==> src/rtl/l2_pkg.sv <==
// Shared definitions for the L2 cache controller: FSM states, request-source
// encodings and the default memory-handshake watchdog limit.
package l2_pkg;

    typedef enum logic [2:0] {
        ST_IDLE,
        ST_LOOKUP,
        ST_CHKDIRTY,
        ST_WB,
        ST_REFILL_REQ,
        ST_REFILL_WAIT,
        ST_MERGE_WR,
        ST_SUC_WR
    } state_t;

    localparam logic [1:0] SRC_NONE = 2'b00;
    localparam logic [1:0] SRC_IR   = 2'b01;
    localparam logic [1:0] SRC_DR   = 2'b10;
    localparam logic [1:0] SRC_DW   = 2'b11;

    localparam int TMO_DEFAULT = 1023;

    // States in which the controller is blocked on the memory side
    function automatic logic mem_wait_state(input state_t s);
        return (s == ST_WB) || (s == ST_REFILL_REQ) ||
               (s == ST_REFILL_WAIT) || (s == ST_SUC_WR);
    endfunction

endpackage

==> src/rtl/l2_prio_enc.sv <==
// Lowest-index priority encoder for the per-way tag-match vector, with an
// "any" flag and a flag for more than one bit set.
module l2_prio_enc #(
    parameter int WAY   = 4,
    parameter int WAY_W = $clog2(WAY)
) (
    input  logic [WAY-1:0]   vec,
    output logic [WAY_W-1:0] idx,
    output logic             any,
    output logic             multi
);

    logic [WAY-1:0] lowest;

    genvar gi;
    generate
        for (gi = 0; gi < WAY; gi++) begin : g_lowest
            if (gi == 0) begin : g_first
                assign lowest[gi] = vec[0];
            end else begin : g_rest
                assign lowest[gi] = vec[gi] & ~(|vec[gi-1:0]);
            end
        end
    endgenerate

    // lowest is one-hot (or zero), so OR-ing the indices yields the encoding
    always_comb begin
        idx = '0;
        for (int i = 0; i < WAY; i++) begin
            if (lowest[i]) begin
                idx = idx | WAY_W'(i);
            end
        end
    end

    assign any   = |vec;
    assign multi = |(vec & (vec - WAY'(1)));

endmodule

==> src/rtl/l2cache_fsm_param.sv <==
// L2 cache control FSM: lookup, dirty-victim writeback, refill, write merge and
// strongly-ordered bypass, with saturating hit/miss counters and sticky errors.
module l2cache_fsm_param
    import l2_pkg::*;
#(
    parameter int WAY   = 4,
    parameter int WAY_W = $clog2(WAY),
    parameter int CNT_W = 32,
    parameter int TMO   = TMO_DEFAULT
) (
    input  logic             clk,
    input  logic             rstn,
    input  logic             req_valid,
    input  logic [1:0]       req_src,
    input  logic             req_suc,
    output logic             req_ready,
    input  logic [WAY-1:0]   hit,
    input  logic [WAY_W-1:0] victim_way,
    input  logic             victim_dirty,
    output logic             mem_req_r,
    output logic             mem_req_w,
    output logic             mem_rdy,
    input  logic             mem_addr_ok_r,
    input  logic             mem_addr_ok_w,
    input  logic             mem_data_ok,
    output logic             icache_data_ok,
    output logic             dcache_data_ok,
    output logic [WAY-1:0]   data_we,
    output logic             data_replace,
    output logic             wb_read,
    output logic [WAY-1:0]   use_way,
    output logic [WAY_W-1:0] dirty_way,
    output logic             dirty_set,
    output logic             dirty_clr,
    output logic [WAY_W-1:0] choose_way,
    output logic             choose_return,
    output logic [CNT_W-1:0] hit_cnt,
    output logic [CNT_W-1:0] miss_cnt,
    output logic             err_multihit,
    output logic             err_timeout,
    output logic             busy
);

    localparam int WD_W = $clog2(TMO + 1);

    state_t           state_reg;
    state_t           state_next;
    logic [1:0]       src_reg;
    logic             suc_reg;
    logic [WAY_W-1:0] vway_reg;
    logic [WD_W-1:0]  wdog_reg;
    logic [CNT_W-1:0] hit_cnt_reg;
    logic [CNT_W-1:0] miss_cnt_reg;
    logic             err_multihit_reg;
    logic             err_timeout_reg;

    logic [WAY_W-1:0] hit_idx;
    logic             hit_any;
    logic             hit_multi;
    logic [WAY-1:0]   hit_mask;
    logic [WAY-1:0]   vway_mask;
    logic             l1_ack;
    logic             lookup_hit;
    logic             lookup_miss;
    logic             src_write;

    l2_prio_enc #(
        .WAY   (WAY),
        .WAY_W (WAY_W)
    ) u_hit_enc (
        .vec   (hit),
        .idx   (hit_idx),
        .any   (hit_any),
        .multi (hit_multi)
    );

    assign hit_mask    = WAY'(1) << hit_idx;
    assign vway_mask   = WAY'(1) << vway_reg;
    assign src_write   = (src_reg == SRC_DW);
    assign lookup_hit  = (state_reg == ST_LOOKUP) && !suc_reg && hit_any;
    assign lookup_miss = (state_reg == ST_LOOKUP) && !suc_reg && !hit_any;

    always_comb begin
        state_next    = state_reg;
        req_ready     = 1'b0;
        mem_req_r     = 1'b0;
        mem_req_w     = 1'b0;
        mem_rdy       = 1'b0;
        l1_ack        = 1'b0;
        data_we       = '0;
        data_replace  = 1'b0;
        wb_read       = 1'b0;
        use_way       = '0;
        dirty_way     = '0;
        dirty_set     = 1'b0;
        dirty_clr     = 1'b0;
        choose_way    = '0;
        choose_return = 1'b0;

        case (state_reg)
            ST_IDLE: begin
                // Gated by rstn so nothing is accepted while reset is held
                if (rstn && req_valid && (req_src != SRC_NONE)) begin
                    req_ready  = 1'b1;
                    state_next = ST_LOOKUP;
                end
            end

            ST_LOOKUP: begin
                if (suc_reg) begin
                    state_next = src_write ? ST_SUC_WR : ST_REFILL_REQ;
                end else if (hit_any) begin
                    use_way = hit_mask;
                    if (src_write) begin
                        data_we   = hit_mask;
                        dirty_way = hit_idx;
                        dirty_set = 1'b1;
                    end else begin
                        choose_way = hit_idx;
                        l1_ack     = 1'b1;
                    end
                    state_next = ST_IDLE;
                end else begin
                    state_next = ST_CHKDIRTY;
                end
            end

            ST_CHKDIRTY: begin
                wb_read    = 1'b1;
                dirty_way  = vway_reg;
                state_next = victim_dirty ? ST_WB : ST_REFILL_REQ;
            end

            ST_WB: begin
                mem_req_w  = 1'b1;
                choose_way = vway_reg;
                wb_read    = 1'b1;
                if (mem_addr_ok_w) begin
                    state_next = ST_REFILL_REQ;
                end
            end

            ST_REFILL_REQ: begin
                mem_req_r = 1'b1;
                if (mem_addr_ok_r || mem_data_ok) begin
                    state_next = ST_REFILL_WAIT;
                end
            end

            ST_REFILL_WAIT: begin
                mem_rdy = 1'b1;
                if (mem_data_ok) begin
                    choose_return = 1'b1;
                    if (suc_reg) begin
                        l1_ack     = 1'b1;
                        state_next = ST_IDLE;
                    end else begin
                        data_replace = 1'b1;
                        data_we      = vway_mask;
                        if (src_write) begin
                            state_next = ST_MERGE_WR;
                        end else begin
                            use_way    = vway_mask;
                            dirty_way  = vway_reg;
                            dirty_clr  = 1'b1;
                            l1_ack     = 1'b1;
                            state_next = ST_IDLE;
                        end
                    end
                end
            end

            ST_MERGE_WR: begin
                data_we    = vway_mask;
                use_way    = vway_mask;
                dirty_way  = vway_reg;
                dirty_set  = 1'b1;
                state_next = ST_IDLE;
            end

            ST_SUC_WR: begin
                mem_req_w = 1'b1;
                if (mem_addr_ok_w) begin
                    state_next = ST_IDLE;
                end
            end

            default: begin
                state_next = ST_IDLE;
            end
        endcase
    end

    assign icache_data_ok = l1_ack && (src_reg == SRC_IR);
    assign dcache_data_ok = l1_ack && (src_reg == SRC_DR);

    always_ff @(posedge clk or negedge rstn) begin
        if (!rstn) begin
            state_reg        <= ST_IDLE;
            src_reg          <= SRC_NONE;
            suc_reg          <= 1'b0;
            vway_reg         <= '0;
            wdog_reg         <= '0;
            hit_cnt_reg      <= '0;
            miss_cnt_reg     <= '0;
            err_multihit_reg <= 1'b0;
            err_timeout_reg  <= 1'b0;
        end else begin
            state_reg <= state_next;

            if (req_ready) begin
                src_reg <= req_src;
                suc_reg <= req_suc;
            end

            if (lookup_hit) begin
                if (hit_cnt_reg != '1) begin
                    hit_cnt_reg <= hit_cnt_reg + CNT_W'(1);
                end
                if (hit_multi) begin
                    err_multihit_reg <= 1'b1;
                end
            end

            if (lookup_miss) begin
                vway_reg <= victim_way;
                if (miss_cnt_reg != '1) begin
                    miss_cnt_reg <= miss_cnt_reg + CNT_W'(1);
                end
            end

            // Watchdog only flags a stall; the handshake is never abandoned
            if (state_next != state_reg) begin
                wdog_reg <= '0;
            end else if (mem_wait_state(state_reg) && (wdog_reg != WD_W'(TMO))) begin
                wdog_reg <= wdog_reg + WD_W'(1);
                if ((wdog_reg + WD_W'(1)) == WD_W'(TMO)) begin
                    err_timeout_reg <= 1'b1;
                end
            end
        end
    end

    assign hit_cnt      = hit_cnt_reg;
    assign miss_cnt     = miss_cnt_reg;
    assign err_multihit = err_multihit_reg;
    assign err_timeout  = err_timeout_reg;
    assign busy         = (state_reg != ST_IDLE);

endmodule

==> config.mk <==
export PLATFORM = sky130hd
export DESIGN_NAME = l2cache_fsm_param
export DESIGN_NICKNAME = d
export VERILOG_FILES = /design/src/rtl/l2_pkg.sv /design/src/rtl/l2_prio_enc.sv /design/src/rtl/l2cache_fsm_param.sv
export SDC_FILE = /design/constraint.sdc
export NUM_CORES = 1
export LEC_CHECK = 0
export ABC_AREA = 1
export CAP_MARGIN = 15
export CORE_UTILIZATION = 54
export CTS_BUF_LIST = sky130_fd_sc_hd__clkbuf_4 sky130_fd_sc_hd__clkbuf_8
export CTS_CLUSTER_DIAMETER = 120
export DETAILED_ROUTE_END_ITERATION = 7
export PLACE_DENSITY = 0.83
export SKIP_CTS_REPAIR_TIMING = 1
export SYNTH_ARGS = -nofsm -noshare
export SYNTH_HDL_FRONTEND = slang
export SYNTH_SLANG_ARGS = --single-unit
==> constraint.sdc <==
create_clock -name clk -period 2.33 [get_ports clk]
set_input_delay 0.5825 -clock clk [delete_from_list [all_inputs] [get_ports clk]]
set_output_delay 0.5825 -clock clk [all_outputs]
set_load 0.1 [all_outputs]
==> impl_metrics.toml <==
[status]
status = "finished with violations"
violations_in_the_final_reports = "setup timing"

[floorplanning]
boundaryPins = 106
placement_rows = 36
die_ar_sq_um = 10600
die_y_um = 103
die_w_um = 103
core_area_sq_um = 9820
initial_core_util = 0.561

[synth]
async_reset_ff_frac = 1.00
seq_area_frac_synth = 0.382
yosys_register_bits = 84
synth_cell_types = 31
postSynthNetCount = 799
postSynthCellCount = 774
syn_area_per_cell_sq_um = 7.12
dominantRegCellSynth = "dfrtp_1"
synth-edff-count = 0
syn_area_sq_um = 5510
synth_warnings = 0

[timing]
timing.fmax_mhz = 365
timing.final.setup_violations = 18
post_route_setup_slack_ps = -410
hold_violations = 0
final_max_slew_viol_count = 0
post-route-period-util = 1.18
tightest_pin_transition_ps = 820
grt_setup_unrepaired = "yes"
final.hold.worst_slack_ps = 197
period_minus_slack_ps = 2740
slew_limit_headroom = 0.453
worst_clock_skew_ps = 13.5

[placement]
gpl.final_weighted_congestion = 0.928
cell_area_reported_after_detailed_placement_sq_um = 7340
place.detailed.hpwl_um = 12400
place_inst = 1043
buffer_ports.inserted = 105

[global_route]
grt_pass1_wl_um = 25600
antenna_violations_before_repair = 0
grt_overflow = 0
via_count_of_the_first_global_routing_pass = 5483
grt_use_total = 0.315
pin_count_of_the_biggest_net_entering_global_routing = 65

[clock_network]
cell_at_the_root_of_the_clock_tree = "clkbuf_8"
clkLatencyLatePin_ps = 380
htree_num_levels = 3
cts-root-to-sink-buffers = 2
clock_tree_from_tritoncts = "yes"
cts-buffers-inserted = 9
clk_pin_slew_worst_paths_ps = 90
cts_sinks = 84

[worst_setup_path]
critical-path-max-stage-delay_ps = 410
worstSetupPathType = "reg2out"
worstPathCellList = "inv_2 > ha_4 > inv_4 > nor3_4 > inv_2 > nor2_4 > nand2_2 > o21ai_2 > inv_2 > nor3_4 > buf_12"
critPathLaunchType = "flip-flop"
critical-path-top-delay-family = "simple AND/OR/NAND/NOR gates"
worst_path_max_delay_cell = "dfrtp_2"
crit_arrival_ps = 2160
cp.required_ps = 1750
critical-path-top-cell-by-count = "inv_2"
timing.critical_path.to_type = "primary output"
critPathMaxFanout = 4
critical_path.n_buffers_inverters = 5
reg_to_reg_setup_timing_slack_ps = -40

[power]
design_power_total_mw = 8.78
p_leak_nw = 3.75
power_per_cell_area_nw_per_um2 = 1120
vdd_ir_drop_max_uv = 1040

[cells_and_area]
design_area_sq_um = 7820
most-common-layout-cells = "nand2_1 (217), buf_4 (118), inv_1 (84)"
antennaDiodeCount = 0
layout.cells.most_common = "nand2_1"
post-route-util = 0.797
areaGrowthSynthToFinish_pct = 42.0
share_of_post_route_cells_with_drive_strength_above_1 = 0.274
post_layout_nonfiller_instances = 1073
design.final.nets = 960

[worst_hold_path]
worst_hold_path_type = "in2async"

[drt]
wire_length_reported_by_the_detailed_router_um = 16800
firstDrtPassIters = 8
dr.first_iter.drc_count = 354
detail-route-antenna-nets = 0
via_count = 5841
route.detailed.wl_per_inst_um = 15.6
vias_per_cell = 5.44
detail_route.drc_violations = 0

[job]
cap_viol_max_count = 0
path summary, 6_finish.rpt:
path | from | end | cells after the start
setup / recovery | state_reg[1] | dcache_data_ok | 11
hold / removal | rstn | hit_cnt[7] | 2
setup reg to reg | state_reg[0] | wdog_reg[2] | 15
hold reg to reg | err_multihit | err_multihit | 2
max in group asynchronous | rstn | miss_cnt[1] | 3
min in group clk | err_multihit | err_multihit | 2
cell families after synthesis:
group,Yosys count,share of synthesized area
AO/OA/AOI/OAI,46,0.0443
XOR/XNOR,65,0.103
adder cells (fa/ha/maj),9,0.0204
buffers and inverters,120,0.0902
flip-flops,84,0.382
multiplexers,1,0.00204
AND/OR/NAND/NOR,449,0.358
cell type report:
type                            instances  area, sq um
Multi-Input combinational cell        570         3240
Sequential cell                        84         2110
Fill cell                             683         2000
Timing Repair Buffer                  163         1650
Inverter                              107          427
Tap cell                              133          166
Clock buffer                           11          145
Clock inverter                          5         83.8
synthesized netlist by cell type, types with 4 or more instances:
master,count,area share
nand2_1,230,0.16
nor3_1,34,0.031
nor2_1,83,0.057
dfrtp_1,84,0.38
nand2_2,9,0.010
o21ai_1,17,0.015
nand3_1,52,0.047
o21ai_0,17,0.015
xor2_1,51,0.081
nand4_1,17,0.019
ha_1,9,0.020
nor3_2,7,0.013
nor4_1,6,0.0068
inv_1,94,0.064
buf_6,5,0.010
o22ai_1,6,0.0068
buf_2,7,0.0064
a21oi_1,4,0.0036
xnor2_1,14,0.022
inv_2,13,0.0089
through the flow:
| stage | setup TNS [ps] | setup slack, ps |
|---|---|---|
| 6_report | -5070 | -410 |
| 5_1_grt | -7720 | -497 |
| 4_1_cts | -5140 | -463 |
| 3_5_place_dp | -10770 | -449 |
| 3_3_place_gp | -7550 | -423 |
| 2_1_floorplan | -9180 | -1110 |
where the power goes:
part	internal, mW	leakage (nW)	switching, mW
combinational	1.80	2.57	3.78
sequential	1.68	1.07	0.304
clock	0.649	0.110	0.572
total	4.13	3.75	4.66
layer usage:
metal	track usage	part of all wire
met5	0	0
met3	0.0827	0.072
met1	0.386	0.41
met2	0.523	0.49
met4	0.138	0.030
Note: power is estimated with default switching activity, not from simulation.
